[src/rtl/link_pkg.sv]
// Purpose: shared symbol constants and scheduler state encoding for the link transmit path.
// Latency: n/a (definitions only).
// Backpressure: n/a.
package link_pkg;

  // 8b/10b control characters driven with K=1
  localparam logic [7:0] K28_5 = 8'hBC;  // comma: alignment and idle fill
  localparam logic [7:0] K27_7 = 8'hFB;  // start of frame
  localparam logic [7:0] K29_7 = 8'hFD;  // end of frame
  localparam logic [7:0] K28_0 = 8'h1C;  // in-frame filler when the source stalls

  typedef enum logic [2:0] {
    ST_OFF   = 3'd0,
    ST_ALIGN = 3'd1,
    ST_IDLE  = 3'd2,
    ST_SOF   = 3'd3,
    ST_DATA  = 3'd4,
    ST_EOF   = 3'd5
  } state_t;

endpackage

[src/rtl/rr_arbiter2.sv]
// Purpose: two-way round-robin pick between byte-stream requesters at a frame boundary.
// Latency: combinational.
// Backpressure: none; gnt_valid is low when disabled or nobody requests.
module rr_arbiter2 (
  input  logic [1:0] req,
  input  logic       last_grant,
  input  logic       arb_en,
  output logic       gnt_valid,
  output logic       gnt
);

  // A lone requester wins outright; a tie goes to the channel not served last
  always_comb begin
    gnt_valid = arb_en && (req != 2'b00);
    gnt       = 1'b0;
    if (req == 2'b11) begin
      gnt = ~last_grant;
    end else begin
      gnt = req[1];
    end
  end

endmodule

[src/rtl/link_tx_scheduler.sv]
// Purpose: sequences the 8b/10b encoder: comma alignment, then SOF/data/EOF frames from two channels with comma idle fill.
// Latency: each encoder symbol is registered and shows the choice made in the previous state cycle; FB follows the SOF state by one cycle.
// Backpressure: chX_ready is high through DATA for the granted channel; a stalled source yields K28.0 fillers, frame is cut at MAX_LEN.
module link_tx_scheduler
  import link_pkg::*;
#(
  parameter int ALIGN_COUNT = 4,
  parameter int MAX_LEN     = 16
) (
  input  logic       clk,
  input  logic       rst,
  input  logic       link_en,
  input  logic       ch0_valid,
  input  logic [7:0] ch0_data,
  input  logic       ch0_last,
  output logic       ch0_ready,
  input  logic       ch1_valid,
  input  logic [7:0] ch1_data,
  input  logic       ch1_last,
  output logic       ch1_ready,
  output logic [7:0] enc_data,
  output logic       enc_k,
  output logic       enc_enb,
  output logic       aligned,
  output logic       grant,
  output logic       trunc
);

  localparam int AW = (ALIGN_COUNT > 1) ? $clog2(ALIGN_COUNT) : 1;
  localparam int BW = $clog2(MAX_LEN + 1);
  localparam logic [AW-1:0] ALIGN_LAST = AW'(ALIGN_COUNT - 1);
  localparam logic [BW-1:0] BYTE_LAST  = BW'(MAX_LEN - 1);

  state_t        state;
  logic [AW-1:0] align_cnt;
  logic [BW-1:0] byte_cnt;
  logic          last_grant;
  logic          trunc_pend;

  logic          sel_valid;
  logic [7:0]    sel_data;
  logic          sel_last;
  logic          xfer;
  logic          cnt_hit;
  logic          end_frame;
  logic          gnt_valid;
  logic          gnt;

  // Ready depends only on registered state so sources never see a valid->ready loop
  assign ch0_ready = (state == ST_DATA) && (grant == 1'b0);
  assign ch1_ready = (state == ST_DATA) && (grant == 1'b1);

  assign sel_valid = grant ? ch1_valid : ch0_valid;
  assign sel_data  = grant ? ch1_data  : ch0_data;
  assign sel_last  = grant ? ch1_last  : ch0_last;
  assign xfer      = (state == ST_DATA) && sel_valid;
  assign cnt_hit   = (byte_cnt == BYTE_LAST);
  assign end_frame = xfer && (sel_last || cnt_hit);

  rr_arbiter2 u_arb (
    .req        ({ch1_valid, ch0_valid}),
    .last_grant (last_grant),
    .arb_en     ((state == ST_IDLE) && link_en),
    .gnt_valid  (gnt_valid),
    .gnt        (gnt)
  );

  // Scheduler FSM; encoder outputs register the symbol belonging to the state being left
  always_ff @(posedge clk or negedge rst) begin
    if (!rst) begin
      state      <= ST_OFF;
      align_cnt  <= '0;
      byte_cnt   <= '0;
      last_grant <= 1'b1;
      trunc_pend <= 1'b0;
      grant      <= 1'b0;
      trunc      <= 1'b0;
      aligned    <= 1'b0;
      enc_data   <= 8'h00;
      enc_k      <= 1'b0;
      enc_enb    <= 1'b0;
    end else begin
      trunc   <= 1'b0;
      // aligned tracks the symbol stream: it rises with the first idle comma, drops with enb
      aligned <= (state == ST_IDLE) || (state == ST_SOF) ||
                 (state == ST_DATA) || (state == ST_EOF);
      case (state)
        ST_OFF: begin
          enc_enb   <= 1'b0;
          enc_data  <= 8'h00;
          enc_k     <= 1'b0;
          align_cnt <= '0;
          if (link_en) state <= ST_ALIGN;
        end
        ST_ALIGN: begin
          enc_enb  <= 1'b1;
          enc_data <= K28_5;
          enc_k    <= 1'b1;
          if (!link_en) begin
            state <= ST_OFF;
          end else if (align_cnt == ALIGN_LAST) begin
            state <= ST_IDLE;
          end else begin
            align_cnt <= align_cnt + AW'(1);
          end
        end
        ST_IDLE: begin
          enc_enb  <= 1'b1;
          enc_data <= K28_5;
          enc_k    <= 1'b1;
          if (!link_en) begin
            state <= ST_OFF;
          end else if (gnt_valid) begin
            grant      <= gnt;
            last_grant <= gnt;
            state      <= ST_SOF;
          end
        end
        ST_SOF: begin
          enc_enb  <= 1'b1;
          enc_data <= K27_7;
          enc_k    <= 1'b1;
          state    <= ST_DATA;
        end
        ST_DATA: begin
          enc_enb <= 1'b1;
          if (xfer) begin
            enc_data <= sel_data;
            enc_k    <= 1'b0;
            byte_cnt <= byte_cnt + BW'(1);
            if (end_frame) begin
              // a cut frame is flagged alongside its FD symbol two cycles on
              trunc_pend <= !sel_last;
              state      <= ST_EOF;
            end
          end else begin
            enc_data <= K28_0;
            enc_k    <= 1'b1;
          end
        end
        ST_EOF: begin
          enc_enb    <= 1'b1;
          enc_data   <= K29_7;
          enc_k      <= 1'b1;
          byte_cnt   <= '0;
          trunc      <= trunc_pend;
          trunc_pend <= 1'b0;
          state      <= link_en ? ST_IDLE : ST_OFF;
        end
        default: begin
          enc_enb  <= 1'b0;
          enc_data <= 8'h00;
          enc_k    <= 1'b0;
          state    <= ST_OFF;
        end
      endcase
    end
  end

endmodule

[config.mk]
export PLATFORM = sky130hd
export DESIGN_NAME = link_tx_scheduler
export DESIGN_NICKNAME = d
export VERILOG_FILES = /design/src/rtl/link_pkg.sv /design/src/rtl/rr_arbiter2.sv /design/src/rtl/link_tx_scheduler.sv
export SDC_FILE = /design/constraint.sdc
export NUM_CORES = 1
export LEC_CHECK = 0
export CAP_MARGIN = 15
export CORE_ASPECT_RATIO = 0.5
export CORE_UTILIZATION = 30
export CTS_BUF_LIST = sky130_fd_sc_hd__clkbuf_16
export DETAILED_ROUTE_END_ITERATION = 6
export GPL_TIMING_DRIVEN = 0
export HOLD_SLACK_MARGIN = 0.02
export PLACE_DENSITY_LB_ADDON = 0.3
export SLEW_MARGIN = 0
export SYNTH_ARGS = -nofsm -noshare
export SYNTH_HDL_FRONTEND = slang
export SYNTH_SLANG_ARGS = --single-unit
[constraint.sdc]
create_clock -name clk -period 2.2 [get_ports clk]
set_clock_uncertainty 0.1 [all_clocks]
set_input_delay 0.22 -clock clk [delete_from_list [all_inputs] [get_ports clk]]
set_output_delay 0.22 -clock clk [all_outputs]
set_load 0.01 [all_outputs]
### Yosys cells after proc, flatten, opt, wreduce, memory -nomap -nowiden

Cells that the tools add are included.

* add/subtract/negate cells: 2
* equal/unequal tests: 15
* muxes and demuxes: 27
* bitwise operators: 2
* reductions and logical operators: 23

Operators with widths (count)
* $pmux W8 S4: 1
* $mux W3: 7
* $pmux W3 S6: 1
* $mux W8: 2
* $ne A2 B2 Y1 const B: 5
* $pmux W5 S2: 1
* $reduce_and A3 Y1: 3
* $mux W1: 8
* $eq A3 B2 Y1 const B: 2
* $eq A3 B3 Y1 const B: 2
* $logic_and A1 B1 Y1: 6
* $mux W2: 3
* $ne A3 B3 Y1 const B: 2
* $reduce_bool A2 Y1: 3
* $add A5 B1 Y5 const B: 1
* $eq A5 B4 Y1 const B: 1
* $mux W5: 1
* $reduce_and A5 Y1: 1
* $reduce_or A5 Y1: 1
* $eq A2 B2 Y1 const B: 2
* $logic_or A1 B1 Y1: 4
* $pmux W1 S2: 2
* $pmux W2 S2: 1
* $reduce_or A4 Y1: 1
* 7 further kinds: 8

* register bits: 25
* input bits: 23

### Longest topological paths before layout

* word-level depth: 6
* depth in mapped cells: 5

### Cells and area by module

Synthesis repeated with hierarchy kept, for this count alone.

* cells, all modules: 121
* area total of the unflattened synthesis: 1287.5 um2

Modules (own cells, without submodules)
* link_tx_scheduler: times used 1, cells an instance 119, area an instance 1268.7 um2, sequential area each 626.9 um2
* rr_arbiter2: times used 1, cells an instance 2, area an instance 18.8 um2, sequential area each 0.0 um2

### Worst setup path after synthesis

No wires, ideal clock.

* path kind: reg-to-reg
* start: reg state[1]
* end: reg byte_cnt[0]
* arrival time: 1.366 ns
* required time: 2.023 ns
* path slack: 0.657 ns
* stages on the path, launching flop included: 5
* path buffers: 1
* cell sequence: dfrtp_1 or3b_1 buf_2 or3_1 a21oi_1

* longest elaborated chain between the ends: 4

RTL lines
* start, declared: RTL line link_tx_scheduler.sv:34 `state_t state;`
* start signal, assigned: RTL line link_tx_scheduler.sv:148 `state <= link_en ? ST_IDLE : ST_OFF;`
* $eq A3 B3 Y1: RTL line link_tx_scheduler.sv:56, link_tx_scheduler.sv:87
* $logic_and A1 B1 Y1: RTL line link_tx_scheduler.sv:56 `assign xfer = (state == ST_DATA) && sel_valid;`
* $ne A2 B2 Y1 (no source line)
* $reduce_and A2 Y1 (no source line)
* end signal, assigned: RTL line link_tx_scheduler.sv:130 `byte_cnt <= byte_cnt + BW'(1);`
* end, declared: RTL line link_tx_scheduler.sv:36 `logic [BW-1:0] byte_cnt;`

Several ways; a longest one is shown, not always the timed one.
A chain may end at the register's enable or synchronous reset.

### Worst setup path in the final report

* start: reg state[1]
* end: out ch1_ready

* longest elaborated chain between the ends: 2

RTL lines
* $eq A3 B3 Y1: RTL line link_tx_scheduler.sv:51 `assign ch1_ready = (state == ST_DATA) && (grant == 1'b1);`
* $logic_and A1 B1 Y1: RTL line link_tx_scheduler.sv:51
* end, declared: RTL line link_tx_scheduler.sv:20 `output logic ch1_ready,`

Every way passes these cells.

==> flow_metrics.py <==
metrics = {
    "layout": {
        "fillCellCount": 389,
        "ff_latch_area_um2": 629.4,
        "final_cells": 217,
        "layout.nets": 190,
        "finish.utilization": 0.4573,
        "fin_area_um2": 1822,
        "syn_to_final_growth_pct": 42.89,
        "layout-drive-gt1-share": 0.09816,
        "num_antenna_cells": 0,
        "multi_input_area_um2": 611.8,
    },
    "synthesis": {
        "postSynthAreaPerCell_um2": 10.45,
        "synth_top_area_frac": 0.4711,
        "syn-instance-count": 122,
        "yosysWarnings": 0,
        "syn-num-nets": 148,
        "synth.distinct_cells": 36,
        "syn-cell-area_um2": 1275,
        "yosys-top-cells-area": "dfrtp_1 (47%), mux2i_1 (9.4%), ha_1 (2.9%)",
        "ys_ff_latch": 25,
        "synth_top_cell_by_area": "dfrtp_1",
        "synth-seq-area-share": 0.4917,
    },
    "worst_setup_path": {
        "crit_slowest_cell": "clkdlybuf4s50_1",
        "crit_path_start_kind": "flop",
        "worst-path-max-fanout": 7,
        "cp.required_ps": 1880,
        "cp_slowest_stage_delay_ps": 520,
        "critPathArrivalTime_ps": 1770,
        "critPathKind": "flop to primary output",
        "crit_family": "simple AND/OR/NAND/NOR gates",
        "endpoint_kind": "primary output",
        "crit_buf_inv": 1,
        "path_cells": "nor3b_2, and2_1, clkdlybuf4s50_1",
    },
    "clocking": {
        "h-tree-depth": 1,
        "cts.clk_slew.worst_paths_ps": 60,
        "clockBufferDepth": 2,
        "tritoncts": "yes",
        "cts_num_sinks": 25,
        "clk_latency_ps": 260,
        "numCtsBuffers": 3,
        "clockRootBuffer": "clkbuf_16",
    },
    "power": {
        "powerDensity_nw_per_um2": 776.8,
        "ir_drop_mv": 0.3107,
        "p_leak_nw": 0.7730,
    },
    "global_route": {
        "globalRouteTotalUtil": 0.1306,
        "antenna_found_initial": 0,
        "grt_pass1_wl_um": 4395,
        "grt_max_degree": 26,
        "grt.overflow.total": 0,
        "grt_pass1_vias": 956,
    },
    "place": {
        "port_buffers": 37,
        "placedCellCount": 213,
        "dp_hpwl_um": 2127,
        "place_congestion": 0.7506,
        "placed_area_um2": 1713,
    },
    "sta": {
        "fin_tns_setup_ps": 0,
        "finalHoldViolations": 0,
        "worst_slew_pin_slew_ps": 466.6,
        "fin_crit_sh": 0.9515,
        "slew_headroom": 0.6801,
        "setup_violations": 0,
        "min_period_ps": 2093,
        "rsz0062_at_grt": "false",
        "max_freq_mhz": 477.7,
        "drv_slew": 0,
        "hold_ws_ps": 124.0,
    },
    "floorplanning": {
        "rows": 16,
        "start_util": 0.3200,
        "dieArea_um2": 4530,
        "die_w_um": 94.20,
        "die_y_um": 48.10,
        "io_pins": 38,
        "core_um2": 3984,
    },
    "drt": {
        "wl_per_cell_um": 12.85,
        "antenna_left": 0,
        "route.vias.total": 1044,
        "drtIter0Drc": 70,
        "drt_wl_total_um": 2788,
        "drtPass1Iterations": 4,
        "route.detailed.drc": 0,
        "vias_per_cell": 4.811,
    },
    "outcome": {
        "outcome": "finished, final reports clean",
    },
    "run": {
        "maxCapViolations": 0,
    },
    "hold_path": {
        "hold_path.class": "input port to async pin",
    },
}
## sequential cells by signal, summed over array words and instances, names as in the netlist
register    count
enc_enb         1
byte_cnt        5
grant           1
trunc_pend      1
enc_k           1
trunc           1
state           3
enc_data        8
last_grant      1
aligned         1
align_cnt       2
## metrics by stage
stage	setup slack, ps	total power [W]
after floorplan	657.0	0.0008394
after detailed placement	51.26	0.001023
after CTS	3.214	0.001423
final	106.7	0.001415
after global routing	6.757	0.001506
after global placement	74.33	0.001004
## area by class of cell
cell class / count / area share
Timing Repair Buffer: 38 / 0.2198
Tap cell: 54 / 0.03709
Buffer: 5 / 0.01168
Clock inverter: 1 / 0.002747
Multi-Input combinational cell: 88 / 0.3359
Sequential cell: 25 / 0.3455
Clock buffer: 3 / 0.04121
Inverter: 3 / 0.006181
## where the power goes
part	leakage, nW	internal, W	switching (W)
Clock	0.0409	0.000245	0.000160
Sequential	0.312	0.000553	0.0000550
Combinational	0.421	0.000213	0.000189
Total	0.773	0.00101	0.000404
## per-layer routing
layer / vias to the layer above / GRT usage / part of all wire
li1: 526 / - / -
met5: - / 0 / 0
met2: 24 / 0.2275 / 0.44
met3: 2 / 0.04050 / 0.065
met1: 492 / 0.1689 / 0.49
met4: 0 / 0.01846 / 0.0043
## path summary, 6_finish.rpt
check,from,cells after the start,slack [ps],end
setup / recovery,state[1]$_DFFE_PN0P_,3,110,ch1_ready
hold / removal,rst,1,120,byte_cnt[2]$_DFFE_PN0P_
setup reg to reg,grant$_DFFE_PN0P_,4,440,byte_cnt[4]$_DFFE_PN0P_
hold reg to reg,byte_cnt[3]$_DFFE_PN0P_,1,380,byte_cnt[3]$_DFFE_PN0P_
max in group asynchronous,rst,2,1450,state[1]$_DFFE_PN0P_
min in group clk,byte_cnt[3]$_DFFE_PN0P_,1,380,byte_cnt[3]$_DFFE_PN0P_
## cell families (layout without fill, tap and decap cells)
family | Yosys count | in the layout | synth area share
buf+inv | 9 | 50 | 0.02846
mux | 14 | 14 | 0.1119
flops | 25 | 25 | 0.4917
compound gates | 30 | 30 | 0.1502
xor+xnor | 1 | 1 | 0.006871
fa+ha+maj | 3 | 3 | 0.02944
simple gates | 40 | 40 | 0.1815
## synthesized netlist by cell type
cell type  count
a211oi_1       3
a21oi_1        5
a22o_1         1
a311oi_1       1
a31oi_1        3
a32o_1         1
and2_1         2
and3_1         2
and4bb_2       1
buf_2          2
clkbuf_1       4
dfrtp_1       24
dfstp_2        1
ha_1           3
inv_1          3
mux2_2         2
mux2i_1       12
nand2_1        8
nand2b_1       1
nand3_1        3
nand3b_1       2
nor2_1         5
nor2b_1        4
nor3_1         4
nor3b_1        2
nor3b_2        1
o211ai_1       1
o21a_1         1
o21ai_0        7
o21ai_1        3
o22ai_1        1
o2bb2ai_1      3
or2_2          2
or3_1          1
or3b_1         2
xor2_1         1
## timing repair
| action | in CTS | in global routing |
|---|---|---|
| endpoints found under the setup margin | 2 | 2 |
| hold buffers | 0 | 0 |
| gates cloned | 0 | 0 |
| setup buffers | 0 | 0 |
| gates resized for setup | 1 | 2 |
## cells in the final DEF (no fill, tap or decap), types with 4 or more instances in the layout
master and n:
clkdlybuf4s50_1 36, dfrtp_1 22, mux2i_1 12, nand2_1 8, o21ai_0 7, nor2_1 5
a21oi_1 5, nor2b_1 4, nor3_1 4
Note: power is estimated with default switching activity, not from simulation.
